**src/rtl/game_round_ctrl.sv**
```systemverilog
// ============================================================================
//  Module      : game_round_ctrl
//  Description : Round controller for the binary-conversion game. It draws a
//                target, grades the player's answer, and tracks the streak
//                score and high score.
//  Revision    : 1.0  initial parametrised release
// ============================================================================
`default_nettype none

module game_round_ctrl #(
    parameter int WIDTH         = 8,
    parameter int SCORE_W       = 8,
    parameter int MIN_SHOW      = 10,
    parameter int WAIT_TICKS    = 10,
    parameter int TIMEOUT_TICKS = 0,
    parameter int NO_REPEAT     = 1
) (
    input  logic               clk,
    input  logic               rst,
    input  logic               tick,
    input  logic               enter,
    input  logic [WIDTH-1:0]   sw,
    input  logic [WIDTH-1:0]   rand_in,
    output logic [WIDTH-1:0]   disp_val,
    output logic [2:0]         msg_sel,
    output logic [WIDTH-1:0]   led_mask,
    output logic [SCORE_W-1:0] score,
    output logic [SCORE_W-1:0] high_score,
    output logic [2:0]         state
);

    localparam int c_TMAX_A = (MIN_SHOW > WAIT_TICKS) ? MIN_SHOW : WAIT_TICKS;
    localparam int c_TMAX   = (c_TMAX_A > TIMEOUT_TICKS) ? c_TMAX_A : TIMEOUT_TICKS;
    // One spare code above the largest threshold so saturation never masks a compare.
    localparam int c_TW     = $clog2(c_TMAX + 2);

    localparam logic [2:0] c_MSG_NUM     = 3'd0;
    localparam logic [2:0] c_MSG_GOOD    = 3'd1;
    localparam logic [2:0] c_MSG_FAIL    = 3'd2;
    localparam logic [2:0] c_MSG_SCORE   = 3'd3;
    localparam logic [2:0] c_MSG_TIMEOUT = 3'd4;

    typedef enum logic [2:0] {
        S_LOAD  = 3'd0,
        S_SHOW  = 3'd1,
        S_GOOD  = 3'd2,
        S_FAIL  = 3'd3,
        S_SCORE = 3'd4
    } state_t;

    state_t              r_state, w_state_nxt;
    logic [c_TW-1:0]     r_timer, w_timer_nxt;
    logic [WIDTH-1:0]    r_target, w_target_nxt;
    logic [WIDTH-1:0]    r_prev, w_prev_nxt;
    logic                r_enter_q;
    logic [WIDTH-1:0]    w_disp_nxt, w_led_nxt;
    logic [2:0]          w_msg_nxt;
    logic [SCORE_W-1:0]  w_score_nxt, w_high_nxt, w_score_inc;
    logic                w_press, w_accept, w_repeat, w_timeout, w_hold_done;

    assign w_press     = enter & ~r_enter_q;
    assign w_accept    = w_press && (r_timer >= c_TW'(MIN_SHOW));
    assign w_hold_done = (r_timer == c_TW'(WAIT_TICKS));
    assign w_score_inc = (&score) ? score : score + 1'b1;
    assign state       = r_state;

    generate
        if (NO_REPEAT != 0) begin : g_no_repeat
            assign w_repeat = (rand_in == r_prev);
        end else begin : g_allow_repeat
            assign w_repeat = 1'b0;
        end
    endgenerate

    generate
        if (TIMEOUT_TICKS != 0) begin : g_timeout
            assign w_timeout = (r_timer == c_TW'(TIMEOUT_TICKS));
        end else begin : g_no_timeout
            assign w_timeout = 1'b0;
        end
    endgenerate

    always_comb begin
        w_state_nxt  = r_state;
        w_target_nxt = r_target;
        w_prev_nxt   = r_prev;
        w_disp_nxt   = disp_val;
        w_msg_nxt    = msg_sel;
        w_led_nxt    = led_mask;
        w_score_nxt  = score;
        w_high_nxt   = high_score;
        w_timer_nxt  = (tick && !(&r_timer)) ? r_timer + 1'b1 : r_timer;

        case (r_state)
            S_LOAD: begin
                w_target_nxt = rand_in;
                w_led_nxt    = '0;
                w_timer_nxt  = '0;
                if (!w_repeat) begin
                    w_prev_nxt  = rand_in;
                    w_disp_nxt  = rand_in;
                    w_msg_nxt   = c_MSG_NUM;
                    w_state_nxt = S_SHOW;
                end
            end
            S_SHOW: begin
                // A press always wins over a simultaneous timeout.
                if (w_accept) begin
                    if (sw == r_target) begin
                        w_score_nxt = w_score_inc;
                        w_high_nxt  = (w_score_inc > high_score) ? w_score_inc : high_score;
                        w_msg_nxt   = c_MSG_GOOD;
                        w_state_nxt = S_GOOD;
                    end else begin
                        w_disp_nxt  = sw;
                        w_led_nxt   = r_target;
                        w_score_nxt = '0;
                        w_msg_nxt   = c_MSG_FAIL;
                        w_state_nxt = S_FAIL;
                    end
                end else if (w_timeout) begin
                    w_disp_nxt  = r_target;
                    w_led_nxt   = r_target;
                    w_score_nxt = '0;
                    w_msg_nxt   = c_MSG_TIMEOUT;
                    w_state_nxt = S_FAIL;
                end
            end
            S_GOOD, S_FAIL: begin
                if (w_hold_done) begin
                    w_disp_nxt  = WIDTH'(score);
                    w_msg_nxt   = c_MSG_SCORE;
                    w_state_nxt = S_SCORE;
                end
            end
            S_SCORE: begin
                if (w_hold_done) begin
                    w_led_nxt   = '0;
                    w_msg_nxt   = c_MSG_NUM;
                    w_state_nxt = S_LOAD;
                end
            end
            default: begin
                w_state_nxt = S_LOAD;
            end
        endcase

        if (w_state_nxt != r_state) begin
            w_timer_nxt = '0;
        end
    end

    always_ff @(posedge clk or posedge rst) begin
        if (rst) begin
            r_state    <= S_LOAD;
            r_timer    <= '0;
            r_target   <= '0;
            r_prev     <= '0;
            r_enter_q  <= 1'b0;
            disp_val   <= '0;
            msg_sel    <= '0;
            led_mask   <= '0;
            score      <= '0;
            high_score <= '0;
        end else begin
            r_state    <= w_state_nxt;
            r_timer    <= w_timer_nxt;
            r_target   <= w_target_nxt;
            r_prev     <= w_prev_nxt;
            r_enter_q  <= enter;
            disp_val   <= w_disp_nxt;
            msg_sel    <= w_msg_nxt;
            led_mask   <= w_led_nxt;
            score      <= w_score_nxt;
            high_score <= w_high_nxt;
        end
    end

endmodule

`default_nettype wire

```
**config.mk**
```make
export PLATFORM = sky130hd
export DESIGN_NAME = game_round_ctrl
export DESIGN_NICKNAME = d
export VERILOG_FILES = /design/src/rtl/game_round_ctrl.sv
export SDC_FILE = /design/constraint.sdc
export NUM_CORES = 1
export LEC_CHECK = 0
export CORE_ASPECT_RATIO = 0.6
export CORE_MARGIN = 10
export CORE_UTILIZATION = 45
export CTS_BUF_LIST = sky130_fd_sc_hd__clkbuf_16
export DETAILED_ROUTE_END_ITERATION = 8
export DONT_BUFFER_PORTS = 1
export PLACE_DENSITY = 0.63
export SLEW_MARGIN = 20
export SYNTH_ARGS = -nofsm -noshare
export SYNTH_HDL_FRONTEND = slang
export SYNTH_SLANG_ARGS = --single-unit
```
**constraint.sdc**
```tcl
create_clock -name clk -period 4.05 [get_ports clk]
set_clock_uncertainty 0.2 [all_clocks]
set_input_delay 0.2025 -clock clk [delete_from_list [all_inputs] [get_ports clk]]
set_output_delay 0.2025 -clock clk [all_outputs]
set_load 0.005 [all_outputs]
```
==> metrics.yaml <==
status: "finished, final reports clean"
hold_start: "rand_in[4]"
ir_drop_mv: 0.377
fin_crit_ns: 3.52
netlist_top_cells_area: "dfrtp_1 (48%), mux2_2 (9.6%), nand2_1 (5.7%)"
async_flop_share_pct: 100
fmax_mhz: 284
cts_resized: 0
wl_per_cell_um: 19.7
ant_nets: 0
yosysTopAreaCell: "dfrtp_1"
crit_path_cell_trace: "ha_1 -> and3_1 -> and2_1 -> mux2_2 -> ha_1 -> nor2b_1 -> o211a_1 -> o21ai_0 -> a211oi_4 -> mux2_2"
syn_area_per_cell_um2: 10.4
crit_path_start_kind: "flip-flop"
synth_area_mm2: 0.00306
rr_startpoint: "score[1]$_DFFE_PP0P_"
finalCritPeriodShare_pct: 86.9
grt_pass1_wl_mm: 12.5
rsz0062_at_grt: "false"
grt_overflow: 0
r2r_end: "high_score[6]$_DFFE_PP0P_"
dp_hpwl_mm: 5.84
synthTopCellsByCount: "dfrtp_1 (58), nand2_1 (46), mux2_2 (26)"
end_kind: "flip-flop"
io_buffers: 0
chipWidth_um: 126
drtPass1Iterations: 5
cp_num_buf_inv: 0
synth_edf_count: 0
synth-main-ff-cell: "dfrtp_1"
slew-limit-headroom_pct: 37.4
syn2layout_area_growth_pct: 16.8
ys_seq_area_share_pct: 47.5
leakagePower_nw: 1.58
worstHoldEndpoint: "disp_val[4]$_DFFE_PP0P_"
drc: 0
initial_core_util_pct: 46.0
clock_latency_ns: 0.33
slew_viol_final: 0
vias_per_cell: 5.64
cts_root_buf: "clkbuf_16"
crit_type: "reg -> reg"
post_cts_buffers: 0
finalHoldViolations: 0
routed-via-count: 2266
finalSetupViolCount: 0
numCtsBuffers: 9
crit_slowest_cell: "a211oi_4"
yosysTopAreaCellShare_pct: 47.5
grt_max_degree: 41
multi_input_area_mm2: 0.00152
ys_ff_latch: 58
gp_congestion: 0.888
cpPeakStageDelay_ns: 0.52
power_density_mw_per_mm2: 664
yosysMostFrequentCell: "dfrtp_1"
fin_setup_tns_ns: 0
cp_max_fo: 8
r2r_slack_ns: 0.53
ctsHtreeMaxLevel: 3
cts_hold_buf: 11
cp_top_family: "compound AO/OA/AOI/OAI gates"
diodes: 0
p_total_w: 0.00237
coreArea_mm2: 0.00665
hold_class: "in -> reg"
yosysUniqueCellTypes: 46
fp-row-count: 23
r2r_cells: 10
maxCapViolations: 0
syn_inst: 293
die_h_um: 83.8
worst_slew_pin_slew_ns: 0.915
grt_use_total_pct: 15.0
syn_nets: 324
clock_sinks: 58
grt_pass1_vias: 2060
fin_nets: 341
die-area_mm2: 0.0106
worstPathRequired_ns: 4.06
antenna_found_initial: 0
drtIter0Drc: 273
clk_pin_slew_worst_paths_ns: 0.05
critical_path_arrival_ns: 3.53
nFillCells: 574
cts_tree: "yes"
ios: 58
seqCellArea_mm2: 0.00145
drive_gt1_share_pct: 15.9
ys_warn_count: 0
hold_depth: 3
wl_mm: 7.91
clockBufferDepth: 2
==> sequential cells by signal, indices dropped and copies added (netlist names) <==
name,count
r_timer,4
r_enter_q,1
led_mask,8
msg_sel,2
r_prev,8
disp_val,8
state,3
high_score,8
r_target,8
score,8
==> stage by stage <==
stage / worst slack (ns) / cell area [um2] / utilization, % / hold WS, ns / cells
after floorplan: 0.885 / 3060 / - / 0.0339 / 293
after global placement: 0.642 / 3150 / 47.4 / -0.117 / 375
after detailed placement: 0.545 / 3150 / 47.4 / -0.113 / 375
after CTS: 0.529 / 3570 / 53.7 / 0.00740 / 402
after global routing: 0.308 / 3570 / 53.7 / 0.0248 / 402
final: 0.529 / 3570 / 53.7 / 0.0291 / 402
==> cells in the final DEF, fill, tap and decap left out, drive strengths merged, types with 4 or more instances in the layout <==
cell type / synthesis / final
nor2: 13 / 13
o21ai: 17 / 17
dfrtp: 58 / 58
mux2: 26 / 26
nor3: 6 / 6
inv: 15 / 16
nand2: 46 / 46
a22o: 14 / 14
clkbuf: 4 / 9
o21a: 4 / 4
nand4: 7 / 7
a21oi: 4 / 4
xnor2: 19 / 19
nand3: 5 / 5
a22oi: 9 / 9
ha: 11 / 11
dlygate4sd3: 0 / 11
==> report_power, final <==
group / switching (W) / internal (W) / leakage, nW
Combinational: 0.000388 / 0.000317 / 0.691
Clock: 0.000262 / 0.000531 / 0.154
Sequential: 0.000139 / 0.000730 / 0.738
Total: 0.000790 / 0.00158 / 1.58
==> final cells by class <==
type | instances | area share [%]
multi-input combinational | 213 | 42.5
sequential | 58 | 40.7
inverter | 15 | 1.58
timing repair buffer | 13 | 3.51
clock inverter | 7 | 2.38
tap | 87 | 3.05
clock buffer | 9 | 6.31
==> routing by layer <==
metal  global-route usage [%]  share of wire, %  routed length (um)
met2                     18.2                38                3030
met5                        0                 0                   0
met3                     6.54               9.0                 714
met1                     21.9                51                4040
met4                     5.46               1.6                 127
==> how the worst max path moves through the flow <==
stage / cells after the start / start / end
after global placement: 10 / score[0]$_DFFE_PP0P_ / high_score[7]$_DFFE_PP0P_
after detailed placement: 10 / score[0]$_DFFE_PP0P_ / high_score[6]$_DFFE_PP0P_
after global routing: 10 / score[1]$_DFFE_PP0P_ / high_score[5]$_DFFE_PP0P_
after CTS: 10 / score[1]$_DFFE_PP0P_ / high_score[6]$_DFFE_PP0P_
final: 10 / score[1]$_DFFE_PP0P_ / high_score[6]$_DFFE_PP0P_
after floorplan: 10 / score[4]$_DFFE_PP0P_ / high_score[2]$_DFFE_PP0P_
==> tightest hold or removal path, delay by kind of cell <==
family	cells	cell delay, ns
multiplexers	1	0.17
AO/OA/AOI/OAI	1	0.12
AND/OR/NAND/NOR	1	0.03
==> kinds of logic (layout without fill, tap and decap cells) <==
group                      Yosys count  count (layout)  synth area share, %
other                                1               1                0.123
muxes                               28              28                 10.2
DFF                                 58              58                 47.5
buffers and inverters               22              44                 2.87
adders and majority gates           11              11                 4.50
xor gates and xnor gates            21              21                 6.02
AOI/OAI and AO/OA                   63              63                 15.2
and+or+nand+nor                     89              89                 13.5
(Power assumes the default switching activity.)
